==> config.mk <==
export PLATFORM = sky130hd
export DESIGN_NAME = if_unit
export DESIGN_NICKNAME = d
export VERILOG_FILES = /design/src/rtl/riscv_pkg.sv /design/src/rtl/pc_next.sv /design/src/rtl/if_unit.sv
export SDC_FILE = /design/constraint.sdc
export NUM_CORES = 1
export LEC_CHECK = 0
export BUFFER_PORTS_ARGS = -buffer_cell sky130_fd_sc_hd__buf_2
export CAP_MARGIN = 40
export CELL_PAD_IN_SITES_DETAIL_PLACEMENT = 1
export CELL_PAD_IN_SITES_GLOBAL_PLACEMENT = 1
export CORE_MARGIN = 1.5
export CORE_UTILIZATION = 35
export DETAILED_ROUTE_END_ITERATION = 10
export GPL_ROUTABILITY_DRIVEN = 0
export GPL_TIMING_DRIVEN = 0
export PLACE_DENSITY_LB_ADDON = 0.1
export RECOVER_POWER = 100
export SYNTH_ARGS = -nofsm -noshare
export SYNTH_HDL_FRONTEND = slang
export SYNTH_SLANG_ARGS = --single-unit
export TNS_END_PERCENT = 1
==> constraint.sdc <==
create_clock -name clk -period 3.2 [get_ports clk]
set_input_delay 0.32 -clock clk [delete_from_list [all_inputs] [get_ports clk]]
set_output_delay 0.32 -clock clk [all_outputs]
set_load 0.03 [all_outputs]
==> src/rtl/riscv_pkg.sv <==
// Shared RISC-V front-end constants: opcode values, reset values and the
// fetch FSM state encoding.
package riscv_pkg;

  localparam logic [6:0] INST_R    = 7'b0110011;
  localparam logic [6:0] INST_I    = 7'b0010011;
  localparam logic [6:0] INST_L    = 7'b0000011;
  localparam logic [6:0] INST_S    = 7'b0100011;
  localparam logic [6:0] INST_B    = 7'b1100011;
  localparam logic [6:0] INST_LUI  = 7'b0110111;
  localparam logic [6:0] INST_JAL  = 7'b1101111;
  localparam logic [6:0] INST_JALR = 7'b1100111;

  localparam logic [31:0] RESET_PC = 32'h0000_0000;
  localparam logic [31:0] NOP_INST = 32'h0000_0013;

  typedef enum logic {
    ST_IDLE = 1'b0,
    ST_WAIT = 1'b1
  } if_state_e;

endpackage

==> src/rtl/pc_next.sv <==
// Combinational next-PC select: jump (relative or absolute) beats
// sequential increment; with neither request the PC holds.
module pc_next (
  input  logic [31:0] pc,
  input  logic [31:0] pc_cur,
  input  logic [31:0] imm,
  input  logic [31:0] jump_addr,
  input  logic        pc_jump,
  input  logic        pc_jump_sel,
  input  logic        pc_go_next,
  output logic [31:0] pc_nxt
);

  always_comb begin
    pc_nxt = pc;
    if (pc_jump) begin
      // absolute targets come from the ALU and follow JALR: bit 0 cleared
      pc_nxt = pc_jump_sel ? {jump_addr[31:1], 1'b0} : pc_cur + imm;
    end else if (pc_go_next) begin
      pc_nxt = pc + 32'd4;
    end
  end

endmodule

==> src/rtl/if_unit.sv <==
// Instruction fetch unit: PC register, one-outstanding-request fetch FSM
// and instruction register with decoded field taps.
//
// state   | meaning
// --------+--------------------------------------------------------------
// ST_IDLE | no fetch outstanding; PC may be updated, ir_write starts fetch
// ST_WAIT | imem_req high at imem_addr = pc, waiting for imem_ack
module if_unit #(
  parameter logic [31:0] RESET_PC = riscv_pkg::RESET_PC,
  parameter logic [31:0] NOP_INST = riscv_pkg::NOP_INST
) (
  input  logic        clk,
  input  logic        rst,
  input  logic        ir_write,
  input  logic        pc_go_next,
  input  logic        pc_jump,
  input  logic        pc_jump_sel,
  input  logic [31:0] imm,
  input  logic [31:0] jump_addr,
  output logic        imem_req,
  output logic [31:0] imem_addr,
  input  logic        imem_ack,
  input  logic [31:0] imem_rdata,
  output logic [31:0] pc,
  output logic [31:0] pc_cur,
  output logic [31:0] ir,
  output logic [6:0]  opcode,
  output logic [2:0]  funct3,
  output logic [6:0]  funct7,
  output logic        fetch_done,
  output logic        busy,
  output logic        misalign
);
  import riscv_pkg::*;

  if_state_e   state_q, state_d;
  logic [31:0] pc_q, pc_cur_q, ir_q, pc_nxt;
  logic        fetch_done_q, misalign_q;
  logic        fetch_start, fetch_end;

  pc_next u_pc_next (
    .pc          (pc_q),
    .pc_cur      (pc_cur_q),
    .imm         (imm),
    .jump_addr   (jump_addr),
    .pc_jump     (pc_jump),
    .pc_jump_sel (pc_jump_sel),
    .pc_go_next  (pc_go_next),
    .pc_nxt      (pc_nxt)
  );

  always_comb begin
    state_d     = state_q;
    fetch_start = 1'b0;
    fetch_end   = 1'b0;
    busy        = 1'b0;
    case (state_q)
      ST_IDLE: begin
        fetch_start = ir_write;
        if (ir_write) state_d = ST_WAIT;
      end
      ST_WAIT: begin
        busy      = 1'b1;
        fetch_end = imem_ack;
        if (imem_ack) state_d = ST_IDLE;
      end
      default: state_d = ST_IDLE;
    endcase
  end

  always_ff @(posedge clk) begin
    if (rst) begin
      state_q      <= ST_IDLE;
      pc_q         <= RESET_PC;
      pc_cur_q     <= RESET_PC;
      ir_q         <= NOP_INST;
      fetch_done_q <= 1'b0;
      misalign_q   <= 1'b0;
    end else begin
      state_q      <= state_d;
      fetch_done_q <= fetch_end;
      if (fetch_end) begin
        ir_q     <= imem_rdata;
        pc_cur_q <= pc_q;
      end
      // PC is frozen while a fetch is outstanding
      if (state_q == ST_IDLE) pc_q <= pc_nxt;
      if (fetch_start && (pc_q[1:0] != 2'b00)) misalign_q <= 1'b1;
    end
  end

  assign imem_req   = busy;
  assign imem_addr  = pc_q;
  assign pc         = pc_q;
  assign pc_cur     = pc_cur_q;
  assign ir         = ir_q;
  assign opcode     = ir_q[6:0];
  assign funct3     = ir_q[14:12];
  assign funct7     = ir_q[31:25];
  assign fetch_done = fetch_done_q;
  assign misalign   = misalign_q;

endmodule

==> results.cfg, run 1 <==
[pwr]
leakage_nw = 3.447
powerDensity_mw_per_mm2 = 424.1
ir_drop_mv = 0.2805

[clocking]
cts_tree = yes
clk_pin_slew_ps = 80
postCtsHoldBufs = 0
cts_root_buf = clkbuf_16
cts_max_path_buffers = 2
cts_buffers = 9
clk_latency_ps = 360
clkSinkCount = 99
htreeDepth = 3

[timing]
timing.slew.headroom = 0.4835
post-route-period-util = 0.9413
fin_skew_ps = 6.621
min_period_ps = 3012
setup_viol = 0
tns_ps = 0
max_freq_ghz = 0.3320
max_slew.worst_pin.slew_ps = 774.8
hold_violations = 0
hold_ws_ps = 159.4
rsz0062_at_grt = no
final_max_slew_viol_count = 0

[critical_path]
critPathTopFamily = simple AND/OR/NAND/NOR gates
r2r_slack_ps = 190
cp.buffers_inverters = 0
path_depth = 9
path_cells = ha_1 -> and3_1 -> nand3_1 -> nor3_1 -> and2_0 -> nand3_1 -> xnor2_1 -> a221oi_1 -> a211oi_1
crit_start = imem_addr[2]
critical_path.slowest_cell = dfxtp_1
cp.arrival_ps = 3230
r2r.worst_path.cells = 9
cp_max_fo = 8
crit_required_ps = 3420
endpoint = imem_addr[28]
worstSetupPathType = reg2reg
r2r_end = imem_addr[28]
rr_startpoint = imem_addr[2]
critical_path.max_stage_delay_ps = 560
startpoint_type = flip-flop
cp-end-kind = flip-flop
cpMostUsedCell = nand3_1

[synthesis]
syn-num-nets = 892
synth_top_cell_area_share = 0.3154
synthFlopType = dfxtp_1
ys_seq_area_frac = 0.3154
synth_area_mm2 = 0.006284
yosys.area.top_type = dfxtp_1
netlist_instances = 756
synthArstFlopShare = 0
synth_area_leaders = dfxtp_1 (32%), a22o_1 (8.4%), ha_1 (6.4%)
syn_area_per_cell_um2 = 8.312
synth_commonest_cells = dfxtp_1 (99), nand2_1 (61), a22o_1 (60), nor2_1 (54), buf_4 (51)
yosysMostFrequentCell = dfxtp_1
synth_enable_flop_cells = 0
ys_warn_count = 0
synth_cell_types = 79
synth_seq_cells = 99

[grt]
gr-total-overflow = 0
track_usage = 0.2562
grt_max_degree = 20
grt_pass1_wl_um = 36690
antenna_found_initial = 1
grt_pass1_vias = 6631

[final_layout]
fillers = 2246
multi_input_area_mm2 = 0.003710
syn_to_final_growth_pct = 26.56
layout-drive-gt1-share = 0.1808
final_nets = 1154
regArea_mm2 = 0.001982

[detailed_routing]
drc = 0
wl_per_cell_um = 19.62
finalWirelength_um = 24500
dr.pass1.iters = 5
vias_per_cell = 5.445
ant_nets = 0
num_vias = 6801
drtIter0Drc = 342

[die]
ios = 252
initial_core_util = 0.3608
dieArea_mm2 = 0.01877
core_area_mm2 = 0.01742
std_cell_rows = 48
die_w_um = 137.0
die_y_um = 137.0

[flow_run]
drv_cap = 0

[placed_design]
io_buffers = 250
dp_hpwl_um = 18960

[worst_hold_path]
hold_path_class = in2reg

[outcome]
status = complete, no violations
[timing repair]
| item | 4_1_cts | 5_1_grt |
|---|---|---|
| setup endpoints to repair | 0 | 1 |
| hold endpoints to repair | 0 | 0 |
| gates resized for setup | 0 | 1 |
| setup buffers | 0 | 0 |
[worst register-to-register path, cell delays in order (launching register included)]
cell	delay [ps]
dfxtp_1	560
ha_1	260
and3_1	220
nand3_1	270
nor3_1	480
and2_0	370
nand3_1	140
xnor2_1	150
a221oi_1	320
a211oi_1	120
[placed cells by master (no fill, tap or decap), types with 8 or more instances in the layout]
| master | netlist | routed |
|---|---|---|
| clkbuf_1 | 35 | 186 |
| buf_2 | 1 | 102 |
| dfxtp_1 | 99 | 99 |
| nand2_1 | 61 | 61 |
| a22o_1 | 60 | 60 |
| nor2_1 | 54 | 54 |
| buf_4 | 51 | 52 |
| a21oi_1 | 48 | 49 |
| o21ai_0 | 44 | 45 |
| ha_1 | 32 | 32 |
| nand3_1 | 25 | 25 |
| nor3_1 | 19 | 19 |
| o21a_1 | 17 | 17 |
| a21o_1 | 16 | 16 |
| xnor2_1 | 13 | 13 |
| inv_1 | 11 | 12 |
| nand4_1 | 11 | 12 |
| a211oi_1 | 11 | 11 |
| and3_1 | 9 | 9 |
| clkbuf_16 | 0 | 9 |
| and2_1 | 8 | 8 |
[state kept, by name, summed over array words and instances (netlist names)]
signal / count
misalign: 1
pc_cur: 32
state_q: 1
fetch_done: 1
imem_addr: 32
ir: 32
[worst min-delay path by stage]
stage                  start        to  cells past startpoint
5_1_grt        imem_rdata[5]     ir[5]                      2
3_5_place_dp        misalign  misalign                      2
4_1_cts        imem_rdata[1]     ir[1]                      2
3_3_place_gp        misalign  misalign                      2
6_report       imem_rdata[1]     ir[1]                      2
2_1_floorplan       ir_write   state_q                      2
[metal layers]
layer | track usage | part of all wire
met3 | 0.03407 | 0.050
met4 | 0.07836 | 0.016
met2 | 0.4277 | 0.47
met1 | 0.3426 | 0.46
met5 | 0 | 0
[layout make-up]
class | instances | area share
Antenna cell | 1 | 0.0003147
Multi-Input combinational cell | 553 | 0.4665
Clock buffer | 9 | 0.02832
Clock inverter | 7 | 0.01117
Buffer | 91 | 0.06812
Timing Repair Buffer | 251 | 0.1348
Sequential cell | 99 | 0.2492
Tap cell | 225 | 0.03540
Inverter | 13 | 0.006136
[metrics by stage]
stage	setup WS, ps	area [um2]	instances	power (mW)	utilization
final	187.7	7953	1249	3.373	0.4566
after floorplan	553.5	6284	756	1.916	-
after global routing	9.307	7953	1249	3.514	0.4566
after global placement	168.9	7816	1231	2.204	0.4488
after detailed placement	129.3	7824	1232	2.216	0.4492
after CTS	197.0	8138	1248	3.418	0.4672
[where the power goes]
part	switching (mW)	internal, mW
clock	0.577	0.630
sequential	0.0823	1.29
combinational	0.524	0.272
[cell families (layout without fill, tap and decap cells)]
| logic type | after synthesis | in the layout | share of synthesized area |
|---|---|---|---|
| other | 0 | 1 | 0 |
| multiplexers | 5 | 5 | 0.007965 |
| XOR/XNOR | 19 | 19 | 0.02648 |
| AO/OA/AOI/OAI | 276 | 276 | 0.3172 |
| AND/OR/NAND/NOR | 220 | 220 | 0.1720 |
| adder cells (fa/ha/maj) | 33 | 33 | 0.06691 |
| flip-flops | 99 | 99 | 0.3154 |
| buffers and inverters | 104 | 371 | 0.09399 |
No activity file was read; power rests on OpenSTA's default activity.
==> run 2: changes to the inputs <==
- CORE_ASPECT_RATIO: unset -> 1.75
- CORE_UTILIZATION: 35 -> 36
- CTS_BUF_LIST: unset -> sky130_fd_sc_hd__clkbuf_2
==> run 2 against run 1 <==
Net effect: final cell count increased by 3.7%; combinational power increased by 7.3%; first-iteration DRC count decreased by 24%; critical path depth increased by 1; clock power decreased by 44%; worst setup slack got worse by 85 ps; maximum frequency decreased by 2.8%; design area increased by 3.1%; critical path type unchanged.
==> results.cfg, run 2 (synthesized netlist as in run 1, its figures left out) <==
[clocking]
cts_max_path_buffers = 2
clkSinkCount = 99
clk_latency_ps = 680
cts_buffers = 9
clk_pin_slew_ps = 360
htreeDepth = 3
cts_setup_buffers = 0
cts_root_buf = clkbuf_2
cts_tree = yes

[detailed_routing]
ant_nets = 0
num_vias = 7107
vias_per_cell = 5.488
drc = 0
wl_per_cell_um = 20.67
drtIter0Drc = 260
dr.pass1.iters = 4
finalWirelength_um = 26770

[final_layout]
final_cells = 1295
mostFrequentLayoutCells = clkbuf_1 (187), buf_2 (102), dfxtp_1 (99), nand2_1 (61), a22o_1 (60)
final_nets = 1198
syn_to_final_growth_pct = 30.51
final_common_cell = clkbuf_1
layout-drive-gt1-share = 0.1753

[timing]
timing.slew.headroom = 0.4260
rsz0062_at_grt = no
max_slew.worst_pin.slew_ps = 860.9
min_period_ps = 3098
setup_viol = 0
final_max_slew_viol_count = 0
max_freq_ghz = 0.3228
tns_ps = 0
hold_violations = 0
fin_skew_ps = 39.78
post-route-period-util = 0.9680

[die]
initial_core_util = 0.3690
die_y_um = 177.8
core_area_mm2 = 0.01703
die_w_um = 102.9
dieArea_mm2 = 0.01829
ios = 252
std_cell_rows = 63

[grt]
use_met3 = 0.02915
grt_max_degree = 21
grt_pass1_vias = 7392
use_met2 = 0.5566
globalRouteMet1Util = 0.3090
track_usage = 0.2917
antenna_found_initial = 1
gr-total-overflow = 0
grt_pass1_wl_um = 40130
grt_busiest_layer = met2

[placed_design]
io_buffers = 250
dp_hpwl_um = 20340
dp_cells = 1235

[flow_run]
drv_cap = 0

[worst_hold_path]
hold_path_depth = 3
hold_start = jump_addr[20]
hold_path_class = in2reg

[critical_path]
cp.arrival_ps = 3660
startpoint_type = flip-flop
cp_max_fo = 4
crit_required_ps = 3760
worstSetupPathType = reg2reg
critical_path.max_stage_delay_ps = 470
cpMostUsedCell = nand3_1
critPathTopFamily = compound AO/OA/AOI/OAI gates
cp.buffers_inverters = 0
path_cells = ha_1 -> fa_1 -> nand3_1 -> a21oi_1 -> o211a_1 -> o31ai_4 -> a2111oi_2 -> or4_1 -> nand3_1 -> a211oi_1
rr_startpoint = pc_cur[0]
path_depth = 10
crit_start = pc_cur[0]
cp-end-kind = flip-flop
r2r.worst_path.cells = 10
critical_path.slowest_cell = fa_1

[pwr]
powerDensity_mw_per_mm2 = 355.8
ir_drop_mv = 0.1589
power_mw = 2.917
leakage_nw = 3.536

[outcome]
status = complete, no violations
run 2: cell count changes in the layout (fill, tap and decap cells not counted), sizes merged:
cell         delta
clkbuf          +1
dlygate4sd3    +43
bufinv          -1
inv             -2
clkinv          +3
run 2: final cells by class:
type,instances,area (um2)
fillers,2312,8826
multi-input cells,553,3710
flip-flops and latches,99,1982
repair buffers,295,1506
plain buffers,91,541.8
well taps,227,284.0
clock inverters,7,80.08
inverters,13,48.80
clock buffers,9,45.04
diodes,1,2.502
run 2: per-stage QoR:
step,instance area [um2],utilization,worst slack (ps),hold slack [ps]
global route,8200,0.4816,32.91,17.01
global placement,7819,0.4592,35.18,448.8
finish,8200,0.4816,102.3,26.28
CTS,8389,0.4927,71.27,2.399
floorplan,6284,-,553.5,435.8
detailed placement,7834,0.4601,-1.183,459.6
run 2: final timing paths:
| kind | slack [ps] | end |
|---|---|---|
| max | 100 | imem_addr[28] |
| min | 30 | imem_addr[20] |
| max reg2reg | 100 | imem_addr[28] |
| min reg2reg | 510 | misalign |
run 2: worst min-delay path, delay by kind of cell:
| family | cells | cell delay (ps) |
|---|---|---|
| buffers and inverters | 1 | 80 |
| AOI/OAI and AO/OA | 2 | 300 |
run 2: power breakdown:
group	total, mW	internal (mW)	switching (mW)
Sequential	1.38	1.30	0.0856
Combinational	0.854	0.307	0.546
Clock	0.682	0.134	0.548
Total	2.92	1.74	1.18
run 2: metal layers:
layer  up-vias  share of wire
li1       3384              -
met1      3466           0.37
met2       199           0.55
met3        58          0.038
met4         0          0.041
met5         -              0
run 2: timing repair:
item	CTS	global route
hold buffers	43	0
setup endpoints to repair	0	1
hold endpoints to repair	43	0
resized for setup	0	1
